==> src/rtl/pipelined_barrel_shifter.sv <==
// Pipelined barrel shifter (LSL/LSR/ASR/ROR) with a capture stage followed by one
// shift stage per ShiftAmt bit; a stalled output freezes the whole pipeline.
module pipelined_barrel_shifter #(
    parameter int unsigned WIDTH   = 16,
    parameter int unsigned SHAMT_W = $clog2(WIDTH)
) (
    input  logic               clk,
    input  logic               reset,
    input  logic [WIDTH-1:0]   Operand,
    input  logic [SHAMT_W-1:0] ShiftAmt,
    input  logic [1:0]         Mode,
    input  logic               InValid,
    output logic               InReady,
    output logic [WIDTH-1:0]   Result,
    output logic               Carry,
    output logic               OutValid,
    input  logic               OutReady
);

    localparam int unsigned L = SHAMT_W;

    typedef enum logic [1:0] {
        MODE_LSL = 2'b00,
        MODE_LSR = 2'b01,
        MODE_ASR = 2'b10,
        MODE_ROR = 2'b11
    } mode_e;

    typedef struct packed {
        logic               valid;
        logic               carry;
        mode_e              mode;
        logic [SHAMT_W-1:0] shamt;
        logic [WIDTH-1:0]   data;
    } stage_t;

    // stg_q[0] holds the captured operation; stg_q[k+1] has shift bit k applied
    stage_t stg_q [L+1];
    stage_t stg_d [L+1];
    logic   stall;

    // Apply a shift of 2^k when bit k of the shift amount is set. The carry is the
    // last bit to leave, so each shifting stage overwrites the running carry.
    function automatic stage_t shift_step(input stage_t s, input int unsigned k);
        stage_t             r;
        logic [SHAMT_W-1:0] sel;
        logic [WIDTH-1:0]   rt;
        logic [WIDTH-1:0]   lf;
        int unsigned        sh;
        r   = s;
        sh  = 32'd1 << k;
        sel = s.shamt >> k;
        rt  = s.data >> (sh - 32'd1);
        lf  = s.data << (sh - 32'd1);
        if (s.valid && sel[0]) begin
            case (s.mode)
                MODE_LSL: begin
                    r.data  = s.data << sh;
                    r.carry = lf[WIDTH-1];
                end
                MODE_LSR: begin
                    r.data  = s.data >> sh;
                    r.carry = rt[0];
                end
                MODE_ASR: begin
                    r.data  = $signed(s.data) >>> sh;
                    r.carry = rt[0];
                end
                MODE_ROR: begin
                    r.data  = (s.data >> sh) | (s.data << (WIDTH - sh));
                    r.carry = rt[0];
                end
            endcase
        end
        return r;
    endfunction

    assign stall   = stg_q[L].valid && !OutReady;
    assign InReady = !stall;

    // Bubbles enter as all-zero stages so Result/Carry read 0 whenever not valid
    always_comb begin
        stg_d[0] = '0;
        if (InValid) begin
            stg_d[0].valid = 1'b1;
            stg_d[0].mode  = mode_e'(Mode);
            stg_d[0].shamt = ShiftAmt;
            stg_d[0].data  = Operand;
        end
        for (int unsigned k = 0; k < L; k++) begin
            stg_d[k+1] = shift_step(stg_q[k], k);
        end
    end

    always_ff @(posedge clk or posedge reset) begin
        if (reset) begin
            for (int unsigned k = 0; k <= L; k++) begin
                stg_q[k] <= '0;
            end
        end else if (!stall) begin
            for (int unsigned k = 0; k <= L; k++) begin
                stg_q[k] <= stg_d[k];
            end
        end
    end

    assign Result   = stg_q[L].data;
    assign Carry    = stg_q[L].carry;
    assign OutValid = stg_q[L].valid;

endmodule

==> config.mk <==
export PLATFORM = sky130hd
export DESIGN_NAME = pipelined_barrel_shifter
export DESIGN_NICKNAME = d
export VERILOG_FILES = /design/src/rtl/pipelined_barrel_shifter.sv
export SDC_FILE = /design/constraint.sdc
export NUM_CORES = 1
export LEC_CHECK = 0
export ABC_AREA = 0
export ABC_CLOCK_PERIOD_IN_PS = 9290
export BUFFER_PORTS_ARGS = -buffer_cell sky130_fd_sc_hd__clkbuf_2
export CORE_ASPECT_RATIO = 1.4
export CORE_UTILIZATION = 60
export DETAILED_ROUTE_END_ITERATION = 8
export GPL_TIMING_DRIVEN = 0
export PLACE_DENSITY = 0.88
export SLEW_MARGIN = 30
export SYNTH_ARGS = -nofsm -noshare
export SYNTH_HDL_FRONTEND = slang
export SYNTH_SLANG_ARGS = --single-unit
==> constraint.sdc <==
create_clock -name clk -period 9.29 [get_ports clk]
set_input_delay 0.4645 -clock clk [delete_from_list [all_inputs] [get_ports clk]]
set_output_delay 0.4645 -clock clk [all_outputs]
set_load 0.005 [all_outputs]
== Word-level counts from Yosys, hierarchy flattened ==
Index checks and enable logic that the tools add are counted.

* Equality and inequality tests: 12
* Muxes and demuxes: 18
* Bitwise gates (word level): 4
* Reductions and logical operators: 15

{| class="wikitable"
|+ Operator list
! operator !! number
|-
| one-hot mux 16 bit (4 select lines) || 4
|-
| 2-to-1 mux 16 bit || 4
|-
| 2-to-1 mux 22 bit || 1
|-
| equality test 2 bit (second input constant) || 8
|-
| bitwise OR 12 x 16 -> 16 bit || 1
|-
| bitwise OR 14 x 16 -> 16 bit || 1
|-
| bitwise OR 15 x 16 -> 16 bit || 1
|-
| bitwise OR 8 x 16 -> 16 bit || 1
|-
| OR reduction 3 bit || 4
|-
| equality test 2 x 1 -> 1 bit (second input constant) || 4
|-
| logical NOT 2 bit || 4
|-
| one-hot mux 1 bit (2 select lines) || 4
|-
| logical AND 1 bit || 5
|-
| 2-to-1 mux 1 bit || 5
|-
| logical NOT 1 bit || 2
|}

* Bits in registers: 113
* Logic and storage cells: 71

== Logic depth before layout (Yosys ltp) ==
Gate-level depths: netlist (run 1).

* Word-level depth: 4
* Mapped depth: 7
* Mapped depth without buffers: 4

== Worst setup path after synthesis (run 1) ==
No wires, ideal clock.

* Path type: reg2out
* From: register stg_q (netlist bit OutValid)
* To: output port InReady
* Arrival: 1055 ps
* Data required time: 8826 ps
* Slack: 7770 ps
* Cell stages (with the launch flop): 6
* Path buffers: 3
* Cells stage by stage: dfrtp_1 nor2b_1 buf_4 inv_4 buf_6 buf_4

* Cells in the longest elaborated chain, start to end: 2

{| class="wikitable"
|+ Ends and longest elaborated chain
! item !! RTL line !! RTL
|-
| start: declaration || 38 || <nowiki>stage_t stg_q [L+1];</nowiki>
|-
| start signal: indexed assignment || 102 || <nowiki>stg_q[k] <= stg_d[k];</nowiki>
|-
| logical AND 1 bit || 78 || <nowiki>assign stall = stg_q[L].valid && !OutReady;</nowiki>
|-
| logical NOT 1 bit || n/a ||
|-
| end: declaration || 13 || <nowiki>output logic InReady,</nowiki>
|}

No other way between the ends.

== Worst setup path in the final report (run 1) ==
Ends and elaborated chain as after synthesis.

==> flow_metrics.tcl, run 1 <==
set metrics [dict create \
    min_period_ps 2210 \
    synthToLayoutAreaGrowth_pct 13.2 \
    final_cell_mix "137 x nand2_1, 107 x dfrtp_1, 58 x nand3_1" \
    end_kind "output port" \
    portBuffers 44 \
    vias 4374 \
    seqPwrFrac 0.430 \
    cp_max_fo 10 \
    path_class "reg -> out" \
    path_clk_slew_ps 70 \
    cp_data_required_time_ps 8830 \
    final_nets 643 \
    max-slew-margin-rel 0.571 \
    yosysWarnings 0 \
    cts.path.max_buffers 2 \
    holdBufCountCts 0 \
    p_clk_frac 0.203 \
    die_w_um 81.5 \
    max_freq_mhz 452 \
    synth_cell_types 35 \
    drive_gt1_frac 0.185 \
    viasPerCell 6.02 \
    multi_input_area_um2 2260 \
    worstReg2RegStart "OutValid$_DFFE_PP0N_" \
    vdd_drop_max_mv 0.152 \
    dp.cells 711 \
    cts_made_buffers 9 \
    cts_tree "built" \
    worstReg2RegEnd "stg_q[24]$_DFFE_PP0N_" \
    final_common_cell "nand2_1" \
    die_height_um 113 \
    synth_top_area_frac 0.504 \
    drv_cap 0 \
    p_total_mw 1.95 \
    synth_fp_nets 587 \
    synth_top_cell_by_area "dfrtp_1" \
    worstMarginPinSlew_ps 639 \
    antenna_found_initial 0 \
    ys_seq_elements 107 \
    ant_nets 0 \
    cts-root-buf "clkbuf_16" \
    grt_overflow 0 \
    combPwrFrac 0.367 \
    synth.avg_cell_area_um2 9.46 \
    drt_first_iter_violations 338 \
    h-tree-depth 3 \
    antennaDiodeCount 0 \
    synthCells 561 \
    initial_core_util 0.617 \
    ys_seq_area_frac 0.504 \
    fin_crit_sh 0.238 \
    synth_area_leaders "dfrtp_1 50%, nand2_1 9.7%, mux2i_1 7.4%, nand3_1 5.5%, o211ai_1 5.1%" \
    grt_pass1_vias 4269 \
    finalClockSkew_ps 8.24 \
    critPathLaunchType "flip-flop" \
    rsz0062_at_grt "false" \
    setup_violations 0 \
    regArea_um2 2680 \
    clk_latency_ps 360 \
    cts_setup_buffers 0 \
    critical-path-max-stage-delay_ps 460 \
    drc 0 \
    crit_chain "nor2b_1 -> buf_4 -> inv_4 -> buf_6 -> buf_4 -> clkbuf_2" \
    grt_max_degree 69 \
    hold_class "in -> async" \
    postLayoutCoreUtil 0.698 \
    dp_slack_ps 7400 \
    final-instance-count-excl-fill 727 \
    cts_sinks 107 \
    rrSetupSlack_ps 7690 \
    die_area_um2 9230 \
    setup_slack_ps 7080 \
    arrival_ps 1750 \
    status "finished, final reports clean" \
    routedWlPerCell_um 17.1 \
    wirelength_mm 12.5 \
    switching_share 0.382 \
    hpwl_mm 9.09 \
    grt_pass1_wl_mm 20.7 \
    first_pass_iters 5 \
    internal-power_mw 1.21 \
    fin_setup_tns_ps 0 \
    routabilityCongestion 0.958 \
    finalHoldViolCount 0 \
    netlist_area_um2 5310 \
    r2r_cells 5 \
    cp_slowest_cell "dfrtp_1" \
    switchingPower_mw 0.744 \
    coreArea_um2 8610 \
    grt_usage 0.302 \
    num_rows 40 \
    p_per_area_nw_per_um2 325 \
    leakage_nw 2.90 \
    boundaryPins 45 \
    slew_viol_final 0 \
    critPathMostFrequentCell "buf_4" \
    fillers 685 \
    ctsResizeCount 0 \
]
cell families after synthesis:
kind of cell,synth area share
buf+inv,0.0705
flops,0.504
xor+xnor,0.00165
simple gates,0.205
compound gates,0.145
mux,0.0735
sequential cells by signal, summed over array words and instances, names as in the netlist:
signal,flops
OutValid,1
stg_d,22
Result,16
Carry,1
stg_q,67
metal layers:
metal | up-vias | track usage | part of all wire | wire length, um
met5 | - | 0 | 0 | 0
met4 | 0 | 0.174 | 0.052 | 643
met3 | 49 | 0.0661 | 0.042 | 517
met2 | 160 | 0.531 | 0.53 | 6610
met1 | 2086 | 0.323 | 0.38 | 4680
li1 | 2079 | - | - | -
cell usage after synthesis:
cell type / number
nand2_1: 137
dfrtp_1: 107
nand3_1: 58
mux2i_1: 39
o211ai_1: 36
nor2_1: 28
buf_4: 22
o21ai_0: 21
a21oi_1: 12
a221oi_1: 12
buf_2: 12
clkbuf_1: 11
a211oi_1: 8
buf_6: 7
a22oi_1: 6
o31ai_1: 6
or3b_2: 6
and2_1: 5
inv_1: 4
nand3b_1: 3
a311oi_1: 2
buf_1: 2
nand2b_1: 2
nor2_4: 2
o211a_1: 2
o21ai_1: 2
and3b_1: 1
inv_4: 1
nand2_2: 1
nand3_4: 1
nor2b_1: 1
o2111ai_1: 1
o221a_2: 1
o311a_1: 1
xnor2_1: 1
cell type report:
| class | instances | share of cell area |
|---|---|---|
| flip-flops and latches | 107 | 0.446 |
| clock inverters | 4 | 0.00792 |
| plain buffers | 54 | 0.0587 |
| clock buffers | 12 | 0.0444 |
| well taps | 105 | 0.0219 |
| multi-input cells | 395 | 0.376 |
| inverters | 5 | 0.00437 |
| repair buffers | 45 | 0.0412 |
worst max-delay path: cells and delay by family (launching register included):
kind	cells	cell delay, ps
DFF	1	460
and+or+nand+nor	1	160
buffers and inverters	5	770
power by group through the flow:
stage	clock, mW	sequential [mW]	combinational [mW]
5_1_grt	0.419	0.863	0.798
3_5_place_dp	0	0.842	0.704
4_1_cts	0.398	0.833	0.712
3_3_place_gp	0	0.828	0.672
6_report	0.396	0.840	0.715
2_1_floorplan	0	0.777	0.545
worst max-delay path by stage:
stage	to	cells after the start	startpoint	slack, ps
2_1_floorplan	Carry$_DFFE_PP0N_	1	reset	6010
3_3_place_gp	stg_q[96]$_DFFE_PP0N_	2	reset	5130
3_5_place_dp	InReady	7	OutReady	7400
4_1_cts	InReady	6	OutValid$_DFFE_PP0N_	7080
5_1_grt	InReady	6	OutValid$_DFFE_PP0N_	7020
6_report	InReady	6	OutValid$_DFFE_PP0N_	7080
stage by stage:
step	cell area (um^2)	hold slack, ps
global placement	5660	450
global route	6010	121
finish	6010	91.8
floorplan	5310	439
CTS	6010	111
detailed placement	5690	456
No activity file was read; power rests on OpenSTA's default activity.
==> inputs of run 2 (changes only) <==
--- a/config.mk
+++ b/config.mk
@@ -6,13 +6,13 @@
 export NUM_CORES = 1
 export LEC_CHECK = 0
 export ABC_AREA = 0
-export ABC_CLOCK_PERIOD_IN_PS = 9290
+export ABC_CLOCK_PERIOD_IN_PS = 2000
 export BUFFER_PORTS_ARGS = -buffer_cell sky130_fd_sc_hd__clkbuf_2
 export CORE_ASPECT_RATIO = 1.4
-export CORE_UTILIZATION = 60
+export CORE_UTILIZATION = 54
 export DETAILED_ROUTE_END_ITERATION = 8
 export GPL_TIMING_DRIVEN = 0
-export PLACE_DENSITY = 0.88
+export PLACE_DENSITY = 0.84
 export SLEW_MARGIN = 30
 export SYNTH_ARGS = -nofsm -noshare
 export SYNTH_HDL_FRONTEND = slang
==> constraint.sdc (replaced) <==
create_clock -name clk -period 2 [get_ports clk]
set_input_delay 0.1 -clock clk [delete_from_list [all_inputs] [get_ports clk]]
set_output_delay 0.1 -clock clk [all_outputs]
set_load 0.005 [all_outputs]
==> run 2 against run 1 <==
Clock power increased to 4.0 times the previous value. Clock-buffer cell count increased by 2. Power increased to 4.6 times the previous value. Via count increased by 1.0%. Critical path depth unchanged. Sequential share of layout area decreased by 1.8 points. Register-to-register slack got worse by 7400 ps. Utilization decreased by 4.0 points. The run now ends with negative hold slack left. Die area increased by 11%. Global-route usage decreased by 1.9 points. Hold slack got worse by 96 ps.
==> flow_metrics.tcl, run 2 (synthesized netlist as in run 1, its figures left out) <==
set metrics [dict create \
    status "finished, violations left" \
    failed_checks "negative hold slack" \
    fin_setup_tns_ps 0 \
    routabilityCongestion 0.936 \
    final_area_um2 6260 \
    path_clk_slew_ps 70 \
    final-instance-count-excl-fill 777 \
    hold_class "in -> reg" \
    grt_max_degree 25 \
    placed_cell_area_um2 5800 \
    cts_made_buffers 9 \
    drv_cap 0 \
    cts_tree "built" \
    wirelength_mm 13.2 \
    final_nets 666 \
    cp_data_required_time_ps 1900 \
    grt_overflow 0 \
    vdd_drop_max_mv 0.660 \
    vias 4418 \
    ctsResizeCount 0 \
    crit_chain "nor2b_1 -> buf_4 -> inv_4 -> buf_6 -> buf_4 -> clkbuf_2" \
    slew_viol_final 0 \
    cp_slowest_cell "dfrtp_1" \
    p_per_area_nw_per_um2 1420 \
    antennaDiodeCount 0 \
    whs_ps -4.09 \
    boundaryPins 45 \
    critical-path-max-stage-delay_ps 470 \
    viasPerCell 5.69 \
    routedWlPerCell_um 17.0 \
    drt_first_iter_violations 282 \
    r2r_cells 5 \
    cts_setup_buffers 0 \
    arrival_ps 1750 \
    initial_core_util 0.558 \
    h-tree-depth 3 \
    synthToLayoutAreaGrowth_pct 17.9 \
    end_kind "output port" \
    finalClockSkew_ps 8.62 \
    finalHoldViolCount 1 \
    critPathLaunchType "flip-flop" \
    min_period_ps 1850 \
    max_freq_mhz 540 \
    final_cell_mix "137 x nand2_1, 107 x dfrtp_1, 58 x nand3_1" \
    coreArea_um2 9510 \
    first_pass_iters 5 \
    cp_max_fo 10 \
    largest_register_ffs 67 \
    postLayoutCoreUtil 0.658 \
    min_from "Mode[1]" \
    leakage_nw 2.98 \
    largest-register "stg_q" \
    ant_nets 0 \
    critPathMostFrequentCell "buf_4" \
    rrSetupSlack_ps 310 \
    max-slew-margin-rel 0.568 \
    antenna_found_initial 0 \
    grt_pass1_vias 4566 \
    dp.cells 741 \
    die_w_um 85.8 \
    drive_gt1_frac 0.175 \
    grt_usage 0.283 \
    path_class "reg -> out" \
    die_height_um 119 \
    drc 0 \
    setup_violations 0 \
    clk_latency_ps 350 \
    worstMarginPinSlew_ps 646 \
    worstReg2RegEnd "stg_q[24]$_DFFE_PP0N_" \
    grt_pass1_wl_mm 21.8 \
    rsz0062_at_grt "false" \
    cts_sinks 107 \
    final_common_cell "nand2_1" \
    cts.path.max_buffers 2 \
    whs_path_depth 3 \
    die_area_um2 10200 \
    num_rows 42 \
    cts-root-buf "clkbuf_16" \
    worstReg2RegStart "OutValid$_DFFE_PP0N_" \
    hpwl_mm 9.65 \
    portBuffers 44 \
    holdPathEnd "stg_d[93]$_DFFE_PP0N_" \
    fin_crit_sh 0.926 \
]
## run 2: final cells by class
type,instances,area [um^2]
fillers,756,3250
multi-input cells,395,2260
clock buffers,14,244
clock inverters,2,12.5
repair buffers,68,523
well taps,132,165
plain buffers,54,353
inverters,5,25.0
flip-flops and latches,107,2680
## run 2: worst max-delay path: cells and delay by family, from the launching register on
kind                   cells  cell delay (ps)
flip-flops                 1              470
AND/OR/NAND/NOR            1              170
buffers and inverters      5              760
## run 2: per-layer routing
layer / track usage / part of all wire
met1: 0.296 / 0.36
met2: 0.501 / 0.53
met3: 0.0450 / 0.039
met4: 0.214 / 0.066
met5: 0 / 0
## run 2: stage by stage
step,hold WS [ps],total power [mW],worst slack (ps)
after global routing,5.63,9.49,66.4
final,-4.09,8.89,148
after CTS,0.182,8.86,156
after detailed placement,148,7.25,360
after global placement,330,7.06,58.0
after floorplan,233,6.14,612
## run 2: worst max path at each step
stage,start,to,slack [ps],cells after the start
final,OutValid$_DFFE_PP0N_,InReady,150,6
after CTS,OutValid$_DFFE_PP0N_,InReady,160,6
after global routing,OutValid$_DFFE_PP0N_,InReady,70,6
after detailed placement,OutValid$_DFFE_PP0N_,stg_q[24]$_DFFE_PP0N_,360,5
after global placement,reset,stg_q[99]$_DFFE_PP0N_,60,2
after floorplan,reset,Carry$_DFFE_PP0N_,610,1
## run 2: report_power, final
part | leakage [nW] | internal, mW | switching (mW)
Clock | 0.121 | 0.845 | 0.746
Sequential | 1.37 | 3.02 | 0.887
Combinational | 1.49 | 1.56 | 1.84
Total | 2.98 | 5.42 | 3.47
## run 2: timing repair
item,in CTS,in global routing
setup endpoints to repair,0,0
endpoints found under the hold margin,37,0
hold buffers,20,0
